$ cat config.mk
export PLATFORM = sky130hd
export DESIGN_NAME = router_pkt_fifo_flat
export DESIGN_NICKNAME = d
export VERILOG_FILES = /design/src/rtl/router_pkt_fifo_if.sv /design/src/rtl/router_pkt_fifo.sv /design/src/flat_wrapper.sv
export SDC_FILE = /design/constraint.sdc
export NUM_CORES = 1
export LEC_CHECK = 0
export CELL_PAD_IN_SITES_DETAIL_PLACEMENT = 1
export CELL_PAD_IN_SITES_GLOBAL_PLACEMENT = 2
export CORE_MARGIN = 4
export CORE_UTILIZATION = 48
export DETAILED_ROUTE_END_ITERATION = 6
export PLACE_DENSITY = 0.95
export SLEW_MARGIN = 20
export SYNTH_ARGS = -nofsm -noshare
export SYNTH_HDL_FRONTEND = slang
export SYNTH_SLANG_ARGS = --single-unit
$ cat constraint.sdc
create_clock -name clk -period 6.5 [get_ports clk]
set_input_delay 0.975 -clock clk [delete_from_list [all_inputs] [get_ports clk]]
set_output_delay 0.975 -clock clk [all_outputs]
set_load 0.05 [all_outputs]
$ cat src/rtl/router_pkt_fifo_if.sv
// Handshake/data bundle for one router output channel FIFO.
//   slave  : the FIFO side (takes wr_en/rd_en/lfd_state/din, returns read data and status)
//   master : the user side (write FSM plus read-side consumer)
// Signals: wr_en, rd_en, lfd_state, din -> FIFO; dout, dout_valid, rd_sof, rd_eop,
//          full, empty, almost_full, count, ovf, udf <- FIFO.
interface router_pkt_fifo_if #(
   parameter int unsigned DATA_W = 8,
   parameter int unsigned ADDR_W = 4
);
   logic              wr_en;
   logic              rd_en;
   logic              lfd_state;
   logic [DATA_W-1:0] din;
   logic [DATA_W-1:0] dout;
   logic              dout_valid;
   logic              rd_sof;
   logic              rd_eop;
   logic              full;
   logic              empty;
   logic              almost_full;
   logic [ADDR_W:0]   count;
   logic              ovf;
   logic              udf;

   modport master (
      output wr_en, rd_en, lfd_state, din,
      input  dout, dout_valid, rd_sof, rd_eop, full, empty, almost_full, count, ovf, udf
   );

   modport slave (
      input  wr_en, rd_en, lfd_state, din,
      output dout, dout_valid, rd_sof, rd_eop, full, empty, almost_full, count, ovf, udf
   );
endinterface

$ cat src/rtl/router_pkt_fifo.sv
// Packet-aware FIFO for one router output channel. Each stored word carries a header
// tag (the registered lfd_state). On read, a header's length field loads a remaining-word
// counter so the block can flag start-of-packet and end-of-packet (the parity word).
// Ports:
//   clk      : clock, rising edge
//   rst      : synchronous active-low reset
//   soft_rst : synchronous active-high flush (channel timeout), below rst in priority
//   bus      : router_pkt_fifo_if.slave -- write/read requests, data, status flags
module router_pkt_fifo #(
   parameter int unsigned DATA_W   = 8,
   parameter int unsigned ADDR_W   = 4,
   parameter int unsigned LEN_LSB  = 2,
   parameter int unsigned AF_LEVEL = 14
) (
   input logic             clk,
   input logic             rst,
   input logic             soft_rst,
   router_pkt_fifo_if.slave bus
);
   localparam int unsigned Depth = 2 ** ADDR_W;
   localparam int unsigned LenW  = DATA_W - LEN_LSB;
   localparam int unsigned RemW  = LenW + 1;
   localparam logic [ADDR_W:0] AfLevel = (ADDR_W + 1)'(AF_LEVEL);
   localparam logic [ADDR_W:0] PtrOne  = (ADDR_W + 1)'(1);

   logic [DATA_W:0]   mem [Depth];
   logic [ADDR_W:0]   wr_ptr_q, rd_ptr_q, count_q;
   logic [RemW-1:0]   rem_q;
   logic              lfd_q;
   logic [DATA_W-1:0] dout_q;
   logic              dout_valid_q, rd_sof_q, rd_eop_q, ovf_q, udf_q;

   logic              full_w, empty_w, wr_acc, rd_acc;
   logic [DATA_W:0]   rd_word;

   assign empty_w = (wr_ptr_q == rd_ptr_q);
   assign full_w  = (wr_ptr_q == {~rd_ptr_q[ADDR_W], rd_ptr_q[ADDR_W-1:0]});

   // Acceptance is gated by both resets so the memory write below stays consistent
   // with the pointer update.
   assign wr_acc  = rst && !soft_rst && bus.wr_en && !full_w;
   assign rd_acc  = rst && !soft_rst && bus.rd_en && !empty_w;
   assign rd_word = mem[rd_ptr_q[ADDR_W-1:0]];

   // Storage is deliberately not reset.
   always_ff @(posedge clk) begin
      if (wr_acc) begin
         mem[wr_ptr_q[ADDR_W-1:0]] <= {lfd_q, bus.din};
      end
   end

   always_ff @(posedge clk) begin
      if (!rst) begin
         wr_ptr_q     <= '0;
         rd_ptr_q     <= '0;
         count_q      <= '0;
         rem_q        <= '0;
         lfd_q        <= 1'b0;
         dout_q       <= '0;
         dout_valid_q <= 1'b0;
         rd_sof_q     <= 1'b0;
         rd_eop_q     <= 1'b0;
         ovf_q        <= 1'b0;
         udf_q        <= 1'b0;
      end else begin
         lfd_q <= bus.lfd_state;
         if (soft_rst) begin
            wr_ptr_q     <= '0;
            rd_ptr_q     <= '0;
            count_q      <= '0;
            rem_q        <= '0;
            dout_q       <= '0;
            dout_valid_q <= 1'b0;
            rd_sof_q     <= 1'b0;
            rd_eop_q     <= 1'b0;
            ovf_q        <= 1'b0;
            udf_q        <= 1'b0;
         end else begin
            if (bus.wr_en && full_w) ovf_q <= 1'b1;
            if (bus.rd_en && empty_w) udf_q <= 1'b1;
            if (wr_acc) wr_ptr_q <= wr_ptr_q + PtrOne;
            if (rd_acc) rd_ptr_q <= rd_ptr_q + PtrOne;
            case ({wr_acc, rd_acc})
               2'b10:   count_q <= count_q + PtrOne;
               2'b01:   count_q <= count_q - PtrOne;
               default: count_q <= count_q;
            endcase
            dout_valid_q <= rd_acc;
            rd_sof_q     <= 1'b0;
            rd_eop_q     <= 1'b0;
            if (rd_acc) begin
               dout_q <= rd_word[DATA_W-1:0];
               if (rd_word[DATA_W]) begin
                  // Header: payload length plus the trailing parity word. A header
                  // mid-packet simply restarts the count.
                  rem_q    <= RemW'(rd_word[DATA_W-1:LEN_LSB]) + RemW'(1);
                  rd_sof_q <= 1'b1;
               end else if (rem_q != '0) begin
                  rem_q    <= rem_q - RemW'(1);
                  rd_eop_q <= (rem_q == RemW'(1));
               end
               // Untagged word with rem_q == 0 is a stray: output it, no markers.
            end
         end
      end
   end

   assign bus.dout        = dout_q;
   assign bus.dout_valid  = dout_valid_q;
   assign bus.rd_sof      = rd_sof_q;
   assign bus.rd_eop      = rd_eop_q;
   assign bus.full        = full_w;
   assign bus.empty       = empty_w;
   assign bus.almost_full = (count_q >= AfLevel);
   assign bus.count       = count_q;
   assign bus.ovf         = ovf_q;
   assign bus.udf         = udf_q;
endmodule

$ cat src/flat_wrapper.sv
// flat-port wrapper written by rule: the top's interface ports become plain ports
module router_pkt_fifo_flat 
#(
   parameter int unsigned DATA_W   = 8,
   parameter int unsigned ADDR_W   = 4,
   parameter int unsigned LEN_LSB  = 2,
   parameter int unsigned AF_LEVEL = 14
)
  (clk, rst, soft_rst, bus_wr_en, bus_rd_en, bus_lfd_state, bus_din, bus_dout, bus_dout_valid, bus_rd_sof, bus_rd_eop, bus_full, bus_empty, bus_almost_full, bus_count, bus_ovf, bus_udf);
  router_pkt_fifo_if #(.DATA_W(DATA_W), .ADDR_W(ADDR_W)) bus_i ();
  input logic clk;
  input logic rst;
  input logic soft_rst;
  input wire logic [$bits(bus_i.wr_en)-1:0] bus_wr_en;
  input wire logic [$bits(bus_i.rd_en)-1:0] bus_rd_en;
  input wire logic [$bits(bus_i.lfd_state)-1:0] bus_lfd_state;
  input wire logic [$bits(bus_i.din)-1:0] bus_din;
  output wire logic [$bits(bus_i.dout)-1:0] bus_dout;
  output wire logic [$bits(bus_i.dout_valid)-1:0] bus_dout_valid;
  output wire logic [$bits(bus_i.rd_sof)-1:0] bus_rd_sof;
  output wire logic [$bits(bus_i.rd_eop)-1:0] bus_rd_eop;
  output wire logic [$bits(bus_i.full)-1:0] bus_full;
  output wire logic [$bits(bus_i.empty)-1:0] bus_empty;
  output wire logic [$bits(bus_i.almost_full)-1:0] bus_almost_full;
  output wire logic [$bits(bus_i.count)-1:0] bus_count;
  output wire logic [$bits(bus_i.ovf)-1:0] bus_ovf;
  output wire logic [$bits(bus_i.udf)-1:0] bus_udf;
  assign bus_i.wr_en = bus_wr_en;
  assign bus_i.rd_en = bus_rd_en;
  assign bus_i.lfd_state = bus_lfd_state;
  assign bus_i.din = bus_din;
  assign bus_dout = bus_i.dout;
  assign bus_dout_valid = bus_i.dout_valid;
  assign bus_rd_sof = bus_i.rd_sof;
  assign bus_rd_eop = bus_i.rd_eop;
  assign bus_full = bus_i.full;
  assign bus_empty = bus_i.empty;
  assign bus_almost_full = bus_i.almost_full;
  assign bus_count = bus_i.count;
  assign bus_ovf = bus_i.ovf;
  assign bus_udf = bus_i.udf;
  router_pkt_fifo #(.DATA_W(DATA_W), .ADDR_W(ADDR_W), .LEN_LSB(LEN_LSB), .AF_LEVEL(AF_LEVEL)) u_core (.clk(clk), .rst(rst), .soft_rst(soft_rst), .bus(bus_i));
endmodule
* Yosys cells after proc, flatten, opt, wreduce, memory -nomap -nowiden *
Memory sizes are Yosys's and may differ from the RTL's. A register that Yosys moved wholly into a read port is not among the register bits.
Cells that the tools add are included.

operators by class
  add/subtract/negate cells = 6
  order comparisons = 1
  equality and inequality tests = 5
  mux-type cells = 8
  bitwise gates (word level) = 4
  reduce and logical (&&, ||, !) cells = 17

operators with widths
  operator             count
  $add 5x1->5 const B  3
  $mux 7               2
  $eq 5x5->1           2
  $pmux 5 s2           1
  $mux 4               2
  $add 6x1->7 const B  1
  $eq 7x1->1 const B   1
  $logic_and 1x1->1    7
  $reduce_bool 7->1    1
  $sub 7x1->7 const B  1
  $ge 5x4->1 const B   1
  $reduce_or 5->1      1
  $sub 5x1->5 const B  1
  $not 1->1            4
  $reduce_bool 2->1    2
  $logic_not 1->1      3
  $mux 1               3
  $reduce_or 3->1      1
  $eq 2x1->1 const B   1
  $eq 2x2->1 const B   1
  $reduce_and 2->1     1
  $reduce_or 2->1      1

word-level totals
  register bits = 36
  RAM bits = 144
  input port bits = 14
  output and inout bits = 21
  word-level logic and storage cells = 53
  memories = 1

memory list
  memory      words  bits a word  rd ports  clocked after Yosys merged registers in  write ports  line                   text
  u_core.mem  16     9            1         1                                        1            router_pkt_fifo.sv:26  logic [DATA_W:0] mem [Depth];

* Longest topological paths before layout *
  depth in word-level cells = 6
  depth in mapped cells = 15
  depth with buffers taken out = 13

* Worst setup path after synthesis *
No wires, ideal clock.

  path type = input port to flip-flop
  from = input rst
  to = register u_core.count_q[4] (netlist: u_core.bus.count[4])
  setup time = 0.070 ns
  arrival = 3.181 ns
  required time = 6.430 ns
  slack = 3.249 ns
  stages on the path = 14
  path buffers = 1
  cells stage by stage = nor2b_1 and2_1 o21ai_1 inv_1 ha_1 clkbuf_1 xor2_1 ha_1 a21oi_1 nand3_1 o31ai_1 a21oi_1 or3_1 a21oi_1

between the ends
  word-level cells in the longest chain between the ends = 5
  elaborated cells between the ends (all ways) = 11

ends and longest elaborated chain
  element                                          line                   text
  from (decl)                                      flat_wrapper.sv:12     input logic rst;
  $logic_and 1x1->1 (*) (3 in a row)               router_pkt_fifo.sv:42  assign rd_acc = rst && !soft_rst && bus.rd_en && !empty_w;
  via u_core.rd_acc                                router_pkt_fifo.sv:33  logic full_w, empty_w, wr_acc, rd_acc;
  $eq 2x1->1 or $eq 2x2->1 (tied branches)         router_pkt_fifo.sv:83  case ({wr_acc, rd_acc})
  $pmux 5 s2 or $reduce_bool 2->1 (tied branches)  -
  to (signal assigned)                             router_pkt_fifo.sv:84  2'b10: count_q <= count_q + PtrOne;
  to (signal assigned)                             router_pkt_fifo.sv:85  2'b01: count_q <= count_q - PtrOne;
  to (signal assigned)                             router_pkt_fifo.sv:86  default: count_q <= count_q;
  to (decl)                                        router_pkt_fifo.sv:27  logic [ADDR_W:0] wr_ptr_q, rd_ptr_q, count_q;

Mark *: on every way through the listed nets, which the timed path passes. The rest lies on a longest branch.
A chain may end at the register's enable or synchronous reset.

* Worst setup path in the final report *
  from = input rst
  to = register u_core.count_q[4] (netlist: u_core.bus.count[4])

between the ends
  word-level cells in the longest chain between the ends = 5
  elaborated cells between the ends (all ways) = 11

ends and longest elaborated chain
  element                                                   line
  $logic_and 1x1->1                                         router_pkt_fifo.sv:41, router_pkt_fifo.sv:42
  $logic_and 1x1->1, on equally long branches (2 in a row)  router_pkt_fifo.sv:42, router_pkt_fifo.sv:41
  $eq 2x1->1 or $eq 2x2->1 (tied branches)                  router_pkt_fifo.sv:83
  $pmux 5 s2 or $reduce_bool 2->1 (tied branches)           -

Several ways; a longest one is shown, not always the timed one.

==> results by group <==
Outcome
  • Status: complete, no violations

Power
  • Comb power frac: 0.034
  • Pleak: 2.772 nW
  • Peak VDD IR: between 0.15 and 0.2 mV
  • Clock Power Share: 0.454
  • Pint: approximately 2.0 mW
  • Power per cell area: 286.0 nW/um^2
  • Sw power: between 500 and 600 uW
  • Switching part of the total: 0.2026
  • Reg power frac: 0.512

STA
  • Final hold vios: 0
  • Fin worst setup slack: 2744 ps
  • Tmin final: approximately 3800 ps
  • RSZ-0062 raised after global routing: no
  • Slew @ Worst Pin: 1106 ps
  • Clock Skew: 8.739 ps
  • Period utilization: 0.5778
  • Slew headroom: 0.2602
  • Post-Route Setup TNS: 0 ps
  • FMAX: around 270 MHz
  • Final setup viols: 0
  • Final Max Slew Viols: 0

Synthesis
  • Number of flops mapped to enable cells by yosys: 144
  • Synthesized area per cell: 15.87 sq um
  • Post-Syn Nets: 498
  • Largest cells by area after synthesis: edfxtp_1, mux4_2, dfxtp_1
  • Netlist cell types: 53
  • Post-synth top flop: edfxtp_1
  • Cells after synthesis: ~470
  • YS warnings: 0
  • Seq/Total Area, Yosys: 0.6826
  • Synthesis-stage register bit count: 184
  • Proportion of netlist area held by the largest area contributor: 0.5759
  • Async set or reset register ratio after synthesis: 0
  • Mapped cell area: 7508 sq um
  • Cell taking the most area after synthesis: edfxtp_1

Routing
  • Remaining DRCs: 0
  • DR pass1 iterations: 5
  • Iter 0 DRT Violations: 300
  • WL/cell: approximately 24 um
  • Antenna-violating nets left: 0
  • Via count: between 4k and 5k
  • Final WL: 17.64 mm
  • Vias per cell: 5.844

Worst setup path
  • CP startpoint kind: primary input
  • Worst endpoint required time: 6860 ps
  • Arr. time, crit path: around 4000 ps
  • Worst setup path start: rst
  • Crit Path Class: in -> reg
  • Max Fanout on Critical Path: 9
  • Crit end category: register
  • Reg-to-Reg Start: u_core.wr_ptr_q[2]

Clock network
  • Skew-Pair Late Insertion Delay: 430 ps
  • Clock sink count: ~180
  • CTS root buf: clkbuf_16
  • Clock Path Buffers: 2
  • Clock buffer count from CTS: 17
  • Post_cts resized: 0
  • Post-cts hold buffer count: 0
  • H-tree depth: 4
  • Buffer count from post-CTS setup fixing: 0
  • CTS tree: built
  • Clock slew at reported path FFs: 70 ps

Layout
  • Fraction of layout cells with a size suffix above 1: 0.1657
  • Area grow syn2layout: 16.08%
  • Antenna cells: 0
  • FILL cells: about 1.4k
  • Commonest non-fill, non-tap cell in the layout: edfxtp_1
  • Layout Nets: 539
  • Commonest non-fill, non-tap cells in the layout: edfxtp_1, dfxtp_1, mux4_2, nand2_1, clkdlybuf4s50_1
  • Post-layout util: 0.5712

Die
  • Starting density of the core: 0.4921
  • Die height: 133.1 um
  • Site row count: 45
  • # IOs: 35
  • Die footprint: 17710 sq um
  • Die width: between 100 and 150 um
  • Core box area: 15260 sq um

Placed design
  • Routability cong.: approximately 0.85
  • DP Worst Slack: 2387 ps
  • PortBufs: 34
  • Hpwl dp: 11.59 mm

GRT
  • Largest net degree at the start of global routing: 37
  • Vias in the first global route: 4665
  • First-pass GRT wire length: 27.01 mm
  • Total congestion overflow: 0
  • Initial antenna violation count: 0
  • Gr usage total: 0.2063

Job
  • Max-cap viol count: 0

Hold path
  • Hold Crit Start: u_core.bus.dout[5]
  • Hold Crit Class: reg -> reg
==> worst paths after layout <==
path	depth (start not counted)	end	slack, ps
worst max register to register	13	u_core.bus.count[4]	2940
worst min register to register	2	u_core.bus.dout[5]	460
worst min-delay path	2	u_core.bus.dout[5]	460
worst max-delay path	14	u_core.bus.count[4]	2740
==> sequential cells by signal, summed over array words and instances, names as in the netlist, named ones only <==
name,count
u_core.mem,144
u_core.bus.rd_sof,1
u_core.rd_ptr_q,5
u_core.bus.ovf,1
u_core.bus.dout,8
u_core.rem_q,7
u_core.lfd_q,1
u_core.bus.dout_valid,1
u_core.bus.udf,1
u_core.wr_ptr_q,5
u_core.bus.rd_eop,1
u_core.bus.count,5
==> cells in the mapped netlist (all sizes together), types with 2 or more instances <==
cell / number
or3: 4
nand2: 37
a221oi: 2
a2111oi: 3
nor2b: 5
mux2i: 6
nand3: 4
xor2: 11
buf: 11
a22o: 2
dfxtp: 40
a21oi: 24
and2: 3
nor3: 8
xnor2: 9
o22ai: 2
edfxtp: 144
nand2b: 3
clkbuf: 10
a31oi: 2
nand4: 4
inv: 13
ha: 11
and4: 2
nor2: 36
a22oi: 11
or4: 2
o21ai: 13
mux4: 38
==> cells by family after synthesis <==
family / synth area share
DFF: 0.6826
muxes: 0.1250
and+or+nand+nor: 0.06949
buffers and inverters: 0.02233
xor gates and xnor gates: 0.02333
adders and majority gates: 0.01833
AOI/OAI and AO/OA: 0.05899
==> power by group through the flow <==
stage          clock network (mW)  logic [mW]  registers (mW)
6_report                     1.13      0.0842            1.28
3_5_place_dp                    0      0.0841            1.30
5_1_grt                      1.20      0.0913            1.28
4_1_cts                      1.15      0.0850            1.28
2_1_floorplan                   0      0.0426            1.31
3_3_place_gp                    0      0.0798            1.30
==> critical path, cell delays in order <==
cell and delay (ps):
clkdlybuf4s50_1 500, nor2b_1 250, nand2_1 80, a21oi_1 370, inv_1 130, ha_1 340, xor2_1 190, ha_1 200
a21oi_1 300, nand3_1 150, o31ai_1 100, a21oi_1 80, or3_1 310, a21oi_1 140
==> routing by layer <==
metal  routed length (um)  vias to the layer above  part of all wire  GRT usage
li1                     -                     1908                 -          -
met1                 6797                     2210              0.39     0.2397
met2                 9734                      145              0.55     0.3832
met3                  759                       38             0.043    0.03878
met4                  347                        0             0.020    0.06697
met5                    0                        -                 0          0
==> area by class of cell <==
class / count / area, sq um / area share
clock inverter: 13 / 217.7 / 0.02498
inverter: 13 / 48.80 / 0.005599
sequential: 184 / 5126 / 0.5881
timing repair buffer: 43 / 407.9 / 0.04680
clock buffer: 17 / 425.4 / 0.04881
multi-input combinational: 255 / 2226 / 0.2554
tap: 211 / 264.0 / 0.03029
==> stage by stage <==
step	cells	hold slack (ps)	cell area, sq um	power [mW]
4_1_cts	736	464.3	8706	2.511
2_1_floorplan	473	444.2	7508	1.348
3_5_place_dp	706	454.7	8063	1.387
3_3_place_gp	706	442.9	8063	1.382
5_1_grt	736	476.3	8716	2.571
6_report	736	461.6	8716	2.493
Power figures use the tool's default switching activity.
